`config.mk`:
```
export PLATFORM = sky130hd
export DESIGN_NAME = flag_reg_bank
export DESIGN_NICKNAME = d
export VERILOG_FILES = /design/src/rtl/flag_pkg.sv /design/src/rtl/flag_shadow_stack.sv /design/src/rtl/flag_reg_bank.sv
export SDC_FILE = /design/constraint.sdc
export NUM_CORES = 1
export LEC_CHECK = 0
export ABC_AREA = 1
export BUFFER_PORTS_ARGS = -buffer_cell sky130_fd_sc_hd__clkbuf_2
export CAP_MARGIN = 20
export CORE_MARGIN = 8
export CORE_UTILIZATION = 30
export CTS_BUF_LIST = sky130_fd_sc_hd__clkbuf_4 sky130_fd_sc_hd__clkbuf_8
export CTS_CLUSTER_DIAMETER = 100
export DETAILED_ROUTE_END_ITERATION = 10
export PLACE_DENSITY_LB_ADDON = 0.1
export SYNTH_ARGS = -nofsm -noshare
export SYNTH_HDL_FRONTEND = slang
export SYNTH_SLANG_ARGS = --single-unit
export TNS_END_PERCENT = 50
```
`constraint.sdc`:
```
create_clock -name clk -period 1.7 [get_ports clk]
set_clock_uncertainty 0.2 [all_clocks]
set_input_delay 0.34 -clock clk [delete_from_list [all_inputs] [get_ports clk]]
set_output_delay 0.34 -clock clk [all_outputs]
set_load 0.03 [all_outputs]
```
`src/rtl/flag_pkg.sv`:
```
// Shared constants for the MCU status flag bank: flag bit positions and default sizes.
package flag_pkg;
  localparam int FLAG_C       = 0;
  localparam int FLAG_Z       = 1;
  localparam int FLAG_WIDTH   = 2;
  localparam int SHADOW_DEPTH = 4;
endpackage : flag_pkg

```
`src/rtl/flag_shadow_stack.sv`:
```
// LIFO shadow stack for interrupt save/restore of the flags, with sticky overflow/underflow.
// One-cycle push/pop, no backpressure: rejected operations only raise ovf/unf.
module flag_shadow_stack
  import flag_pkg::*;
#(
  parameter int WIDTH = FLAG_WIDTH,
  parameter int DEPTH = SHADOW_DEPTH,
  parameter int CW    = $clog2(DEPTH + 1)
) (
  input  logic             clk,
  input  logic             rst_n,
  input  logic             save,
  input  logic             restore,
  input  logic             err_clr,
  input  logic [WIDTH-1:0] push_dat,
  output logic             pop_vld,
  output logic [WIDTH-1:0] pop_dat,
  output logic [CW-1:0]    count,
  output logic             full,
  output logic             empty,
  output logic             ovf,
  output logic             unf
);

  localparam int AW = (DEPTH > 1) ? $clog2(DEPTH) : 1;

  logic [WIDTH-1:0] mem [DEPTH];
  logic             push_vld;
  logic             ovf_evt;
  logic             unf_evt;

  assign full  = (count == CW'(DEPTH));
  assign empty = (count == '0);

  // Restore takes precedence over save, so a simultaneous save is dropped silently.
  assign pop_vld  = restore && !empty;
  assign push_vld = save && !restore && !full;
  assign ovf_evt  = save && !restore && full;
  assign unf_evt  = restore && empty;

  assign pop_dat = mem[AW'(count - CW'(1))];

  always_ff @(posedge clk) begin
    if (push_vld) begin
      mem[AW'(count)] <= push_dat;
    end
  end

  always_ff @(posedge clk or negedge rst_n) begin
    if (!rst_n) begin
      count <= '0;
      ovf   <= 1'b0;
      unf   <= 1'b0;
    end else begin
      if (pop_vld) begin
        count <= count - CW'(1);
      end else if (push_vld) begin
        count <= count + CW'(1);
      end
      // A new error in the same cycle as err_clr leaves the bit set.
      if (ovf_evt) begin
        ovf <= 1'b1;
      end else if (err_clr) begin
        ovf <= 1'b0;
      end
      if (unf_evt) begin
        unf <= 1'b1;
      end else if (err_clr) begin
        unf <= 1'b0;
      end
    end
  end

endmodule : flag_shadow_stack

```
`src/rtl/flag_reg_bank.sv`:
```
// Flag register bank: per-bit clear > set > load priority, with a shadow stack for nested interrupts.
// One-cycle update latency; no backpressure, rejected save/restore are flagged via ovf/unf.
module flag_reg_bank
  import flag_pkg::*;
#(
  parameter int WIDTH = FLAG_WIDTH,
  parameter int DEPTH = SHADOW_DEPTH,
  parameter int CW    = $clog2(DEPTH + 1)
) (
  input  logic             clk,
  input  logic             rst_n,
  input  logic [WIDTH-1:0] clr,
  input  logic [WIDTH-1:0] set,
  input  logic [WIDTH-1:0] ld,
  input  logic [WIDTH-1:0] din,
  input  logic             save,
  input  logic             restore,
  input  logic             err_clr,
  output logic [WIDTH-1:0] flags,
  output logic [CW-1:0]    count,
  output logic             full,
  output logic             empty,
  output logic             ovf,
  output logic             unf
);

  logic             pop_vld;
  logic [WIDTH-1:0] pop_dat;
  logic [WIDTH-1:0] upd_flags;

  // The pre-update flags are pushed, so save+clr stores the old value and clears in one edge.
  flag_shadow_stack #(
    .WIDTH (WIDTH),
    .DEPTH (DEPTH),
    .CW    (CW)
  ) u_stack (
    .clk      (clk),
    .rst_n    (rst_n),
    .save     (save),
    .restore  (restore),
    .err_clr  (err_clr),
    .push_dat (flags),
    .pop_vld  (pop_vld),
    .pop_dat  (pop_dat),
    .count    (count),
    .full     (full),
    .empty    (empty),
    .ovf      (ovf),
    .unf      (unf)
  );

  assign upd_flags = (((flags & ~ld) | (din & ld)) | set) & ~clr;

  always_ff @(posedge clk or negedge rst_n) begin
    if (!rst_n) begin
      flags <= '0;
    end else if (pop_vld) begin
      flags <= pop_dat;
    end else begin
      flags <= upd_flags;
    end
  end

endmodule : flag_reg_bank

```
==> metrics.yaml, run 1 <==
outcome:
  status: "finished with violations"
  violations: "setup timing"
logic_synthesis:
  syn-num-nets: 106
  synth_cell_types: 17
  synth_area_sq_um: 815
  ys_warn_count: 0
  ys_seq_area_share_pct: 51.0
  synth.ff_latch_count: 15
  syn_area_per_cell_sq_um: 9.36
  synth_cells: 87
timing:
  slew_headroom_pct: 85.3
  layout_setup_ws_ps: -36.1
  whs_ps: 54.2
  fmax_mhz: 576
  fin_setup_tns_ps: -59.2
  rsz0062_at_grt: "yes"
  fin_crit_ps: 1740
  setup_violations: 2
  timing.final.crit_share_pct: 102
  tightest_slew_ps: 220
  hold_viol: 0
  slew_viol_final: 0
grt:
  grt_max_degree: 10
  grt_pass1_wl_um: 3030
  grt_usage_pct: 8.72
  grt_pass1_vias: 629
  antenna_found_initial: 0
  grt.overflow.total: 0
layout:
  post-route-util_pct: 42.0
  seq_area_sq_um: 418
  nets: 140
  final_cells: 151
  final_common_cell: "clkbuf_2"
  area_growth_pct: 37.3
  diodes: 0
  final_cell_mix: "clkbuf_2 (19), nand2_1 (18), inv_1 (10), nand3_1 (10), edfxtp_1 (8)"
  drive_gt1_share_pct: 44.2
  nFillCells: 278
  multi_input_area_sq_um: 385
  fin_area_sq_um: 1120
clocking:
  cts_buffers: 3
  clk_path_buf_depth: 2
  cts.sinks: 15
  cts_tree: "yes"
  htree_levels: 1
  clk_latency_ps: 280
  cts-root-buf: "clkbuf_4"
  clk_pin_slew_ps: 90
power:
  power_density_nw_per_um2: 1860
  p_total_mw: 2.08
  power.leakage_nw: 0.534
  ir_worst_vdd_uv: 1030
route:
  vias_per_cell: 4.52
  drt_iter0_drc: 18
  drc: 0
  via_count: 682
  route.detailed.wl_per_inst_um: 12.3
  ant_nets: 0
  drt-total-wl_um: 1860
  drt_first_pass_iters: 4
placement:
  place.gp.congestion: 0.753
  pre_cts_ws_ps: 75.5
  port_buffers: 21
  hpwlAfterDp_um: 1420
  place_area_sq_um: 993
  place_inst: 141
critical_path:
  crit_path_start_kind: "flip-flop"
  ff2ff_path_depth: 8
  critPathMaxFanout: 3
  rr_endpoint: "u_stack.count[2]$_DFFE_PN0P_"
  r2r_start: "u_stack.count[1]$_DFFE_PN0P_"
  reg2reg_setup_slack_ps: 90
  crit_arrival_ps: 1200
  cp-end-kind: "output pin"
  critPathRequiredTime_ps: 1160
  startpoint: "u_stack.count[0]$_DFFE_PN0P_"
  crit_type: "reg2out"
worst_hold_path:
  hp-start: "err_clr"
  hold_depth: 2
  hp-class: "in2reg"
  hold_end: "u_stack.ovf$_DFFE_PN0P_"
die:
  die_area_sq_um: 4640
  fp-row-count: 19
  ioPinCount: 22
  start_util_pct: 30.6
  dieWidth_um: 68.1
  dieHeight_um: 68.1
  coreArea_sq_um: 2660
run:
  maxCapViolations: 0
==> how the worst max path moves through the flow <==
stage / endpoint / slack (ps)
after floorplan: u_stack.count[2]$_DFFE_PN0P_ / 3
after global placement: empty / 90
after detailed placement: empty / 80
after CTS: empty / -60
after global routing: empty / -80
final: empty / -40
==> state kept, by name (all words and copies together), names as in the netlist <==
signal,flops
u_stack.ovf,1
u_stack.count,3
flags,2
u_stack.mem,8
u_stack.unf,1
==> per-layer routing <==
metal | share of wire, % | GRT usage (%) | vias up
met2 | 51 | 13.2 | 18
met5 | 0 | 0 | -
met4 | 1.7 | 3.84 | 0
met1 | 43 | 11.1 | 311
met3 | 4.6 | 2.78 | 5
li1 | - | - | 348
==> report_power, final <==
group	leakage, nW	total (mW)	internal (mW)	switching, mW
combinational	0.357	1.27	0.516	0.751
sequential	0.159	0.610	0.517	0.0928
clock	0.0177	0.201	0.0873	0.114
==> cell type report <==
class                           count  share of cell area (%)
Clock inverter                      1                   0.447
Tap cell                           31                    3.47
Sequential cell                    15                    37.4
Multi-Input combinational cell     57                    34.5
Inverter                           15                    5.48
Timing Repair Buffer               29                    16.8
Clock buffer                        3                    2.01
==> synth_stat cells <==
library cell  count  area (sq um)
nand2_1          18          67.6
inv_1            12          45.0
nand3_1          10          50.1
edfxtp_1          8           240
dfrtp_1           7           175
ha_1              6          75.1
nand2_2           6          37.5
nor2_1            6          22.5
inv_2             3          11.3
o21ai_0           3          15.0
a21oi_1           2          10.0
nand2_4           1          11.3
nand3_2           1          10.0
nand3_4           1          17.5
nor2_4            1          11.3
o21ai_2           1          8.76
o22ai_1           1          6.26
==> worst max-delay path: stages, from the launching register on <==
cell and delay (ps):
dfrtp_2 430, inv_4 90, ha_4 150, ha_4 130
buf_8 120
==> timing repair <==
action,CTS,global route
resized for setup,9,3
endpoints found under the hold margin,7,0
pin swaps,1,1
buffers inserted,5,0
cloned,0,0
hold buffers,1,0
setup endpoints to repair,2,2
==> logic make-up (layout without fill, tap and decap cells) <==
logic type,count (synthesis),after routing,share of synthesized area (%)
compound gates,7,7,4.92
simple gates,44,44,28.0
fa+ha+maj,6,6,9.22
buf+inv,15,48,6.91
flops,15,15,51.0
Note: power is estimated with default switching activity, not from simulation.
==> inputs of run 2 (changes only) <==
--- a/config.mk
+++ b/config.mk
@@ -10,10 +10,11 @@
 export CAP_MARGIN = 20
 export CORE_MARGIN = 8
 export CORE_UTILIZATION = 30
-export CTS_BUF_LIST = sky130_fd_sc_hd__clkbuf_4 sky130_fd_sc_hd__clkbuf_8
+export CTS_BUF_LIST = sky130_fd_sc_hd__clkbuf_4 sky130_fd_sc_hd__clkbuf_8 sky130_fd_sc_hd__clkbuf_16
 export CTS_CLUSTER_DIAMETER = 100
 export DETAILED_ROUTE_END_ITERATION = 10
 export PLACE_DENSITY_LB_ADDON = 0.1
+export SKIP_LAST_GASP = 1
 export SYNTH_ARGS = -nofsm -noshare
 export SYNTH_HDL_FRONTEND = slang
 export SYNTH_SLANG_ARGS = --single-unit
==> run 2 against run 1 <==
Against the previous run: the flow still finishes with violations (setup timing); routed wire length down 1.1%; first-iteration DRC count up 5.6%; sequential share of layout area grew 0.17 points; global-route usage is the same; register-to-register slack about the same; flip-flop and latch count did not move; critical path depth unchanged; via count fell by 0.44%; hold slack hardly changed; highest routed layer unchanged.
==> metrics.yaml, run 2 (synthesized netlist as in run 1, its figures left out) <==
outcome:
  status: "finished with violations"
  violations: "setup timing"
layout:
  nets: 140  # unchanged
  final_common_cell: "clkbuf_2"
  diodes: 0  # unchanged
  area_growth_pct: 36.7
  regMostFlops: "u_stack.mem"
  drive_gt1_share_pct: 44.2  # unchanged
  final_cell_mix: "clkbuf_2 (19), nand2_1 (18), inv_1 (10), nand3_1 (10), edfxtp_1 (8)"
  nFillCells: 276  # -0.72%
  largest_reg_flops: 8  # unchanged
  top_regs: "u_stack.mem x8, u_stack.count x3, flags x2"
clocking:
  htree_levels: 1  # unchanged
  cts_tree: "yes"
  cts-root-buf: "clkbuf_4"
  cts.sinks: 15  # unchanged
  cts_buffers: 3  # unchanged
  clk_path_buf_depth: 2  # unchanged
  clk_pin_slew_ps: 90  # about the same
  clk_latency_ps: 280  # about the same
grt:
  antenna_found_initial: 0  # unchanged
  grt_usage_pct: 8.72  # unchanged
  grt_pass1_wl_um: 3030  # unchanged
  grt.overflow.total: 0  # unchanged
  grt_max_degree: 10  # unchanged
  grt_pass1_vias: 633  # +0.64%
placement:
  port_buffers: 21  # unchanged
  hpwlAfterDp_um: 1420  # unchanged
  pre_cts_ws_ps: 75.5  # unchanged
  place.gp.congestion: 0.753  # unchanged
timing:
  rsz0062_at_grt: "yes"
  slew_headroom_pct: 85.3  # about the same
  slew_viol_final: 0  # unchanged
  fmax_mhz: 576  # about the same
  layout_setup_ws_ps: -35.1  # +1.02 ps
  setup_violations: 2  # unchanged
  hold_viol: 0  # unchanged
  fin_crit_ps: 1740  # -1.02 ps
  tightest_slew_ps: 221  # +0.944 ps
  fin_setup_tns_ps: -56.2  # +3.00 ps
  timing.final.crit_share_pct: 102  # about the same
route:
  via_count: 679  # -0.44%
  drc: 0  # unchanged
  ant_nets: 0  # unchanged
  route.detailed.wl_per_inst_um: 12.2  # -1.1%
  drt_iter0_drc: 19  # +1
  drt_first_pass_iters: 4  # unchanged
  drt-total-wl_um: 1840  # -1.1%
  vias_per_cell: 4.50  # -0.44%
power:
  ir_worst_vdd_uv: 1080  # +5.5%
  p_int_mw: 1.12  # -0.28%
  switching_power_mw: 0.951  # -0.71%
  power_density_nw_per_um2: 1860  # about the same
  p_clk_share_pct: 9.7  # about the same
  seq_power_share_pct: 29.5  # +0.2 points
  power.leakage_nw: 0.531  # -0.47%
  sw_frac_of_total_pct: 46.0  # -0.11 points
  pwr-share-comb_pct: 60.8  # -0.2 points
critical_path:
  crit_family: "flip-flops"
  crit_arrival_ps: 1200  # about the same
  ff2ff_path_depth: 8  # unchanged
  critPathRequiredTime_ps: 1160  # about the same
  reg2reg_setup_slack_ps: 90  # about the same
  r2r_start: "u_stack.count[1]$_DFFE_PN0P_"
  critical_path_buf_inv_count: 2  # unchanged
  crit_type: "reg2out"
  rr_endpoint: "u_stack.count[2]$_DFFE_PN0P_"
  critPathMaxFanout: 3  # unchanged
  crit_chain: "inv_4 > ha_4 > ha_4 > buf_8"
  crit_top_cell: "ha_4"
  crit_path_start_kind: "flip-flop"
  cp-end-kind: "output pin"
  slowest_stage: "dfrtp_2"
  cp_slowest_stage_delay_ps: 430  # about the same
worst_hold_path:
  hold_depth: 2  # unchanged
  hp-start: "err_clr"
  hold_end: "u_stack.ovf$_DFFE_PN0P_"
  hp-class: "in2reg"
die:
  start_util_pct: 30.6  # unchanged
  fp-row-count: 19  # unchanged
  ioPinCount: 22  # unchanged
  coreArea_sq_um: 2660  # unchanged
  dieWidth_um: 68.1  # unchanged
  dieHeight_um: 68.1  # unchanged
  die_area_sq_um: 4640  # unchanged
run:
  maxCapViolations: 0  # unchanged
-- run 2: power by group through the flow --
stage	Combinational, mW	Sequential [mW]	Clock, mW
global route	1.40	0.624	0.224
floorplan	0.615	0.767	0
CTS	1.25	0.613	0.207
finish	1.26	0.610	0.200
detailed placement	1.06	0.624	0
global placement	1.06	0.622	0
-- run 2: layer usage --
metal	vias to the layer above	track usage, %	wire length [um]
met4	0	3.84	31
met2	20	13.2	921
met3	5	2.78	92
met1	306	11.1	796
met5	-	0	0
li1	348	-	-
-- run 2: layout make-up --
| cell class | instances | area (sq um) | area share, % |
|---|---|---|---|
| inverters | 15 | 61.3 | 5.51 |
| multi-input cells | 57 | 380 | 34.2 |
| repair buffers | 29 | 188 | 16.9 |
| clock inverters | 1 | 5.00 | 0.449 |
| clock buffers | 3 | 22.5 | 2.02 |
| flip-flops and latches | 15 | 418 | 37.5 |
| well taps | 31 | 38.8 | 3.48 |
-- run 2: worst max-delay path by stage --
stage	startpoint	end	slack [ps]	cells past startpoint
final	u_stack.count[0]$_DFFE_PN0P_	empty	-40	4
after floorplan	u_stack.count[0]$_DFFE_PN0P_	u_stack.count[2]$_DFFE_PN0P_	3	8
after CTS	u_stack.count[1]$_DFFE_PN0P_	empty	-60	4
after detailed placement	u_stack.count[1]$_DFFE_PN0P_	empty	80	4
after global placement	u_stack.count[1]$_DFFE_PN0P_	empty	90	4
after global routing	u_stack.count[0]$_DFFE_PN0P_	empty	-80	4
-- run 2: timing repair --
| item | CTS | global route |
|---|---|---|
| gates resized for setup | 9 | 2 |
| pin swaps | 1 | 1 |
| cloned | 0 | 0 |
| setup buffers | 5 | 0 |
| setup endpoints to repair | 2 | 2 |
| hold endpoints to repair | 7 | 0 |
| hold buffers | 1 | 0 |
-- run 2: through the flow --
stage | area [sq um] | hold WS (ps) | cells | power [mW] | utilization [%]
finish | 1110 | 54.2 | 151 | 2.07 | 41.8
global route | 1110 | 67.8 | 151 | 2.24 | 41.8
CTS | 1110 | 53.7 | 151 | 2.07 | 41.7
detailed placement | 993 | -0.588 | 141 | 1.68 | 37.3
global placement | 993 | -0.328 | 141 | 1.68 | 37.3
floorplan | 835 | -156 | 87 | 1.38 | -
